===== src/rtl/pdm_stream_iom.sv =====
// IO-bus peripheral that buffers duty samples in a FIFO and releases one per
// programmable sample period to a downstream pdm modulator.
module pdm_stream_iom #(
  parameter int DUTY_BITS = 8,
  parameter int FIFO_AW   = 4,
  parameter int DIV_BITS  = 16
) (
  input  logic                 clk,
  input  logic                 rst,
  input  logic                 io_addr_strobe,
  input  logic                 io_read_strobe,
  input  logic                 io_write_strobe,
  input  logic [11:0]          io_address,
  input  logic [3:0]           io_byte_enable,
  input  logic [31:0]          io_write_data,
  output logic [31:0]          io_read_data,
  output logic                 io_ready,
  output logic [DUTY_BITS-1:0] duty,
  output logic                 pdm_en,
  output logic                 sample_tick,
  output logic                 irq
);
  localparam int DEPTH = 1 << FIFO_AW;
  localparam logic [FIFO_AW:0] LVL_FULL = (FIFO_AW+1)'(DEPTH);

  logic [DUTY_BITS-1:0] r_mem [DEPTH];
  logic [FIFO_AW-1:0]   r_wptr, r_rptr;
  logic [FIFO_AW:0]     r_level;
  logic [DIV_BITS-1:0]  r_div, r_cnt;
  logic [DUTY_BITS-1:0] r_duty;
  logic                 r_en, r_irq_en, r_und, r_ovf, r_irq, r_ready;
  logic [31:0]          r_rdata;

  logic w_wr, w_rd, w_sel_ctrl, w_sel_status, w_sel_div, w_sel_data;
  logic w_flush, w_empty, w_full, w_tick;
  logic w_push_req, w_push, w_pop_req, w_pop;
  logic w_und_nxt, w_ovf_nxt, w_irq_en_nxt;
  logic [7:0]  w_lvl8;
  logic [31:0] w_rdata;
  logic        w_unused;

  assign w_wr         = io_addr_strobe & io_write_strobe;
  assign w_rd         = io_addr_strobe & io_read_strobe;
  assign w_sel_ctrl   = (io_address == 12'h000);
  assign w_sel_status = (io_address == 12'h004);
  assign w_sel_div    = (io_address == 12'h008);
  assign w_sel_data   = (io_address == 12'h00C);
  assign w_flush      = w_wr & w_sel_ctrl & io_write_data[1];
  assign w_empty      = (r_level == '0);
  assign w_full       = (r_level == LVL_FULL);
  assign w_tick       = r_en & (r_cnt == r_div);

  // Full/empty are judged on the pre-edge level: no bypass into an empty FIFO.
  assign w_push_req = w_wr & w_sel_data & ~w_flush;
  assign w_push     = w_push_req & ~w_full;
  assign w_pop_req  = w_tick & ~w_flush;
  assign w_pop      = w_pop_req & ~w_empty;

  assign w_lvl8   = 8'(r_level);
  assign w_unused = ^{io_byte_enable, io_write_data};

  // Setting a sticky flag wins over a same-cycle clear.
  always_comb begin
    w_und_nxt    = r_und;
    w_ovf_nxt    = r_ovf;
    w_irq_en_nxt = r_irq_en;
    if (w_wr && w_sel_status && io_write_data[2]) w_und_nxt = 1'b0;
    if (w_wr && w_sel_status && io_write_data[3]) w_ovf_nxt = 1'b0;
    if (w_pop_req && w_empty)                     w_und_nxt = 1'b1;
    if (w_push_req && w_full)                     w_ovf_nxt = 1'b1;
    if (w_wr && w_sel_ctrl)                       w_irq_en_nxt = io_write_data[2];
  end

  always_comb begin
    w_rdata = '0;
    if (w_sel_ctrl)   w_rdata = {29'd0, r_irq_en, 1'b0, r_en};
    if (w_sel_status) w_rdata = {16'd0, w_lvl8, 4'd0, r_ovf, r_und, w_full, w_empty};
    if (w_sel_div)    w_rdata = 32'(r_div);
  end

  always_ff @(posedge clk) begin
    if (w_push) r_mem[r_wptr] <= io_write_data[DUTY_BITS-1:0];
  end

  always_ff @(posedge clk or posedge rst) begin
    if (rst) begin
      r_en     <= 1'b0;
      r_irq_en <= 1'b0;
      r_div    <= '0;
      r_cnt    <= '0;
      r_wptr   <= '0;
      r_rptr   <= '0;
      r_level  <= '0;
      r_duty   <= '0;
      r_und    <= 1'b0;
      r_ovf    <= 1'b0;
      r_irq    <= 1'b0;
      r_ready  <= 1'b0;
      r_rdata  <= '0;
    end else begin
      r_ready  <= io_addr_strobe;
      r_rdata  <= w_rd ? w_rdata : 32'd0;
      r_und    <= w_und_nxt;
      r_ovf    <= w_ovf_nxt;
      r_irq_en <= w_irq_en_nxt;
      r_irq    <= w_irq_en_nxt & (w_und_nxt | w_ovf_nxt);
      if (w_wr && w_sel_ctrl) r_en  <= io_write_data[0];
      if (w_wr && w_sel_div)  r_div <= io_write_data[DIV_BITS-1:0];

      // A counter above a newly lowered DIV simply wraps through the top.
      if (w_flush || !r_en)   r_cnt <= '0;
      else if (w_tick)        r_cnt <= '0;
      else                    r_cnt <= r_cnt + DIV_BITS'(1);

      if (w_flush) begin
        r_wptr  <= '0;
        r_rptr  <= '0;
        r_level <= '0;
      end else begin
        if (w_push) r_wptr <= r_wptr + FIFO_AW'(1);
        if (w_pop) begin
          r_rptr <= r_rptr + FIFO_AW'(1);
          r_duty <= r_mem[r_rptr];
        end
        if (w_push && !w_pop)      r_level <= r_level + (FIFO_AW+1)'(1);
        else if (!w_push && w_pop) r_level <= r_level - (FIFO_AW+1)'(1);
      end
    end
  end

  assign io_ready     = r_ready;
  assign io_read_data = r_rdata;
  assign duty         = r_duty;
  assign pdm_en       = r_en;
  assign sample_tick  = w_tick;
  assign irq          = r_irq;
endmodule


===== config.mk =====
export PLATFORM = sky130hd
export DESIGN_NAME = pdm_stream_iom
export DESIGN_NICKNAME = d
export VERILOG_FILES = /design/src/rtl/pdm_stream_iom.sv
export SDC_FILE = /design/constraint.sdc
export NUM_CORES = 1
export LEC_CHECK = 0
export BUFFER_PORTS_ARGS = -buffer_cell sky130_fd_sc_hd__buf_2
export CORE_MARGIN = 2
export CORE_UTILIZATION = 58
export DETAILED_ROUTE_END_ITERATION = 8
export PLACE_DENSITY = 0.79
export SETUP_SLACK_MARGIN = 0.02
export SYNTH_ARGS = -nofsm -noshare
export SYNTH_HDL_FRONTEND = slang
export SYNTH_SLANG_ARGS = --single-unit

===== constraint.sdc =====
create_clock -name clk -period 3.4 [get_ports clk]
set_clock_uncertainty 0.15 [all_clocks]
set_input_delay 0.68 -clock clk [delete_from_list [all_inputs] [get_ports clk]]
set_output_delay 0.68 -clock clk [all_outputs]
set_load 0.01 [all_outputs]

==> run metrics <==
Syn Inst Count=542; synth unique cells=57; DP HPWL=11,900 um; Crit Path Category=input port to flop; FILL cells=912; DRT Wirelength=roughly 18,000 um; fmax=about 0.32 GHz; buffers and inverters on the worst path=1; commonest cells after routing, fill and taps aside=128 x edfxtp_1, 74 x dfrtp_1, 60 x buf_2, 44 x nor2_1, 40 x mux4_2; final setup fails=0; Residual DRC=0; vias in the first global route=~5,200; Hold Vio Cnt, Final=0; I/O pins=97; wire per inst=21.6 um; Main synth FF type=edfxtp_1; Avg Cell Area, Syn=approximately 16 um2; Hold Buf Count CTS=0; GR Util All Layers=roughly 23%; largest net degree at the start of global routing=43; Non-Filler Instances=829; worst endpoint required time=3640 ps; routed via count=4,983; diode count=0; routability cong.=about 0.83; vias per cell=6.01; Die Ht=127 um; Worst setup EP type=flop; Least-Margin Pin Slew=about 770 ps; placed insts=792; final instance area=around 10,000 um2; max-slew violation count=0; chip width=127 um; post-layout min period=3120 ps; setup repair after global routing missed its margin=no; worst r2r src=r_level[1]; Clock Sinks=203; flop-to-flop setup slack=290 ps; CTS tree=done; layout cell share with drive strength beyond 1=about a third; Clk Latency, worst-skew pair=480 ps; peak supply drop=0.000312 V; total global routing overflow=0; Post-synth EDFFs=128; Mapped Area=roughly 8700 um2; worst path cell trace=buf_2, or4_4, nor4_4, nand2_2, a31o_4, fa_2, a21o_1, a21o_1, a21oi_1, nand4_1, a21boi_0, o31ai_1; status=completed; fin crit share=91.9%; num rows=44; Final Power=a little over 5000 uW; CP most frequent cell=a21o_1; Routed Antenna Nets=0; Clock Pin Slew Worst Setup and Hold Paths=60 ps; drt initial violations=658; CP startpoint kind=input port; Async S/R FF share, synth=36.9%; postcts setup bufs=0; Max-slew headroom=48.5%; 1st-pass router iterations=7; Pwr Density=510 nW/um2; nets@finish=695; leakage=0.00400 uW; final design utilization=68.7%; register area share after synthesis=65.6%; Data arrival, critical path=between 3000 and 4000 ps; crit path max fanout=4; reg2reg path depth=10; core area=approximately 15,000 um2; TritonCTS buffer count=21; initial core utilization=59.8%; setup TNS=0 ps; number of max-cap violations=0; worst min path class=input port to async pin; die area=16,000 um2; count of yosys warnings during synthesis=0; CP peak stage delay=540 ps; dpl cell area=9360 um2; buffers added on ports=60; initial antenna violation count=0; crit-path leading delay family=compound AO/OA/AOI/OAI gates; first-pass GRT wire length=between 20,000 and 30,000 um; #FFs+latches synth=203; most common cell after layout, fill and taps aside=edfxtp_1; FF-to-FF End=r_level[4]; Synth-to-Final Area Change=14.9%; post-cts resize count=0; clock root buffer=clkbuf_16; Slowest-stage cell, CP=or4_4; H-tree levels=1; Longest Clk Path Bufs=3
## registers in the layout, summed over array words and instances, names as in the netlist
signal	flops
r_irq_en	1
io_read_data	16
duty	8
r_div	16
pdm_en	1
r_wptr	4
r_ovf	1
r_rptr	4
r_und	1
io_ready	1
r_cnt	16
r_level	5
irq	1
r_mem	128
## area by class of cell
type | count | area, um2 | share of cell area, %
Sequential cell | 203 | 5720 | 57.1
Tap cell | 184 | 230 | 2.30
Inverter | 15 | 57.6 | 0.574
Timing Repair Buffer | 89 | 543 | 5.42
Clock inverter | 12 | 105 | 1.05
Multi-Input combinational cell | 301 | 2810 | 28.0
Clock buffer | 25 | 562 | 5.60
## per-layer routing
metal / global-route usage (%) / vias to the layer above / wire [um]
met4: 5.88 / 0 / 301
met2: 38.9 / 207 / 9150
met5: 0 / - / 0
li1: - / 2191 / -
met1: 31.3 / 2555 / 7180
met3: 4.13 / 30 / 1270
## worst max path at each step
stage	from	end	slack (ps)	cells past startpoint
final	io_address[4]	r_level[4]	280	12
after global routing	r_level[1]	r_level[4]	140	10
after CTS	r_cnt[4]	sample_tick	280	6
after detailed placement	io_address[4]	r_level[4]	-180	12
after global placement	io_address[4]	r_level[4]	8	12
after floorplan	io_address[4]	r_level[4]	-2	11
## synth_stat cells, types with 8 or more instances
| master | number | area, um2 |
|---|---|---|
| edfxtp_1 | 128 | 3840 |
| dfrtp_1 | 75 | 1880 |
| nor2_1 | 44 | 165 |
| mux4_2 | 40 | 901 |
| xnor2_1 | 26 | 228 |
| mux2_2 | 23 | 259 |
| buf_4 | 18 | 135 |
| nand3_1 | 17 | 85.1 |
| inv_1 | 15 | 56.3 |
| nand2_1 | 14 | 52.6 |
| and2_1 | 13 | 81.3 |
| xor2_1 | 12 | 105 |
| and3_1 | 10 | 62.6 |
| ha_1 | 10 | 125 |
| buf_2 | 9 | 45.0 |
| clkbuf_1 | 8 | 30.0 |
## kinds of logic after synthesis
kind of cell / count (synthesis) / share of synthesized area, %
AO/OA/AOI/OAI: 31 / 2.54
XOR/XNOR: 38 / 3.82
adder cells (fa/ha/maj): 11 / 1.66
buffers and inverters: 53 / 3.27
flip-flops: 203 / 65.6
multiplexers: 69 / 14.1
other: 1 / 0.0430
AND/OR/NAND/NOR: 136 / 9.02
## worst register-to-register path, stage by stage, from the launching register on
cell,delay [ps]
dfrtp_1,480
nor4_1,450
nand2_1,210
a31o_4,300
fa_2,350
a21o_1,180
a21o_1,200
a21oi_1,140
nand4_1,160
a21boi_0,180
o31ai_1,210
## stage by stage
step                worst slack (ps)  hold WS [ps]
finish                           276           153
global route                     144           154
CTS                              275           148
detailed placement              -183           326
global placement                7.78           314
floorplan                      -1.68           331
## power by group
part	switching (uW)	total [uW]	internal [uW]	leakage, uW
combinational	140	243	103	0.00149
clock	894	2220	1330	0.000333
sequential	10.3	2650	2640	0.00217
No activity file was read; power rests on OpenSTA's default activity.
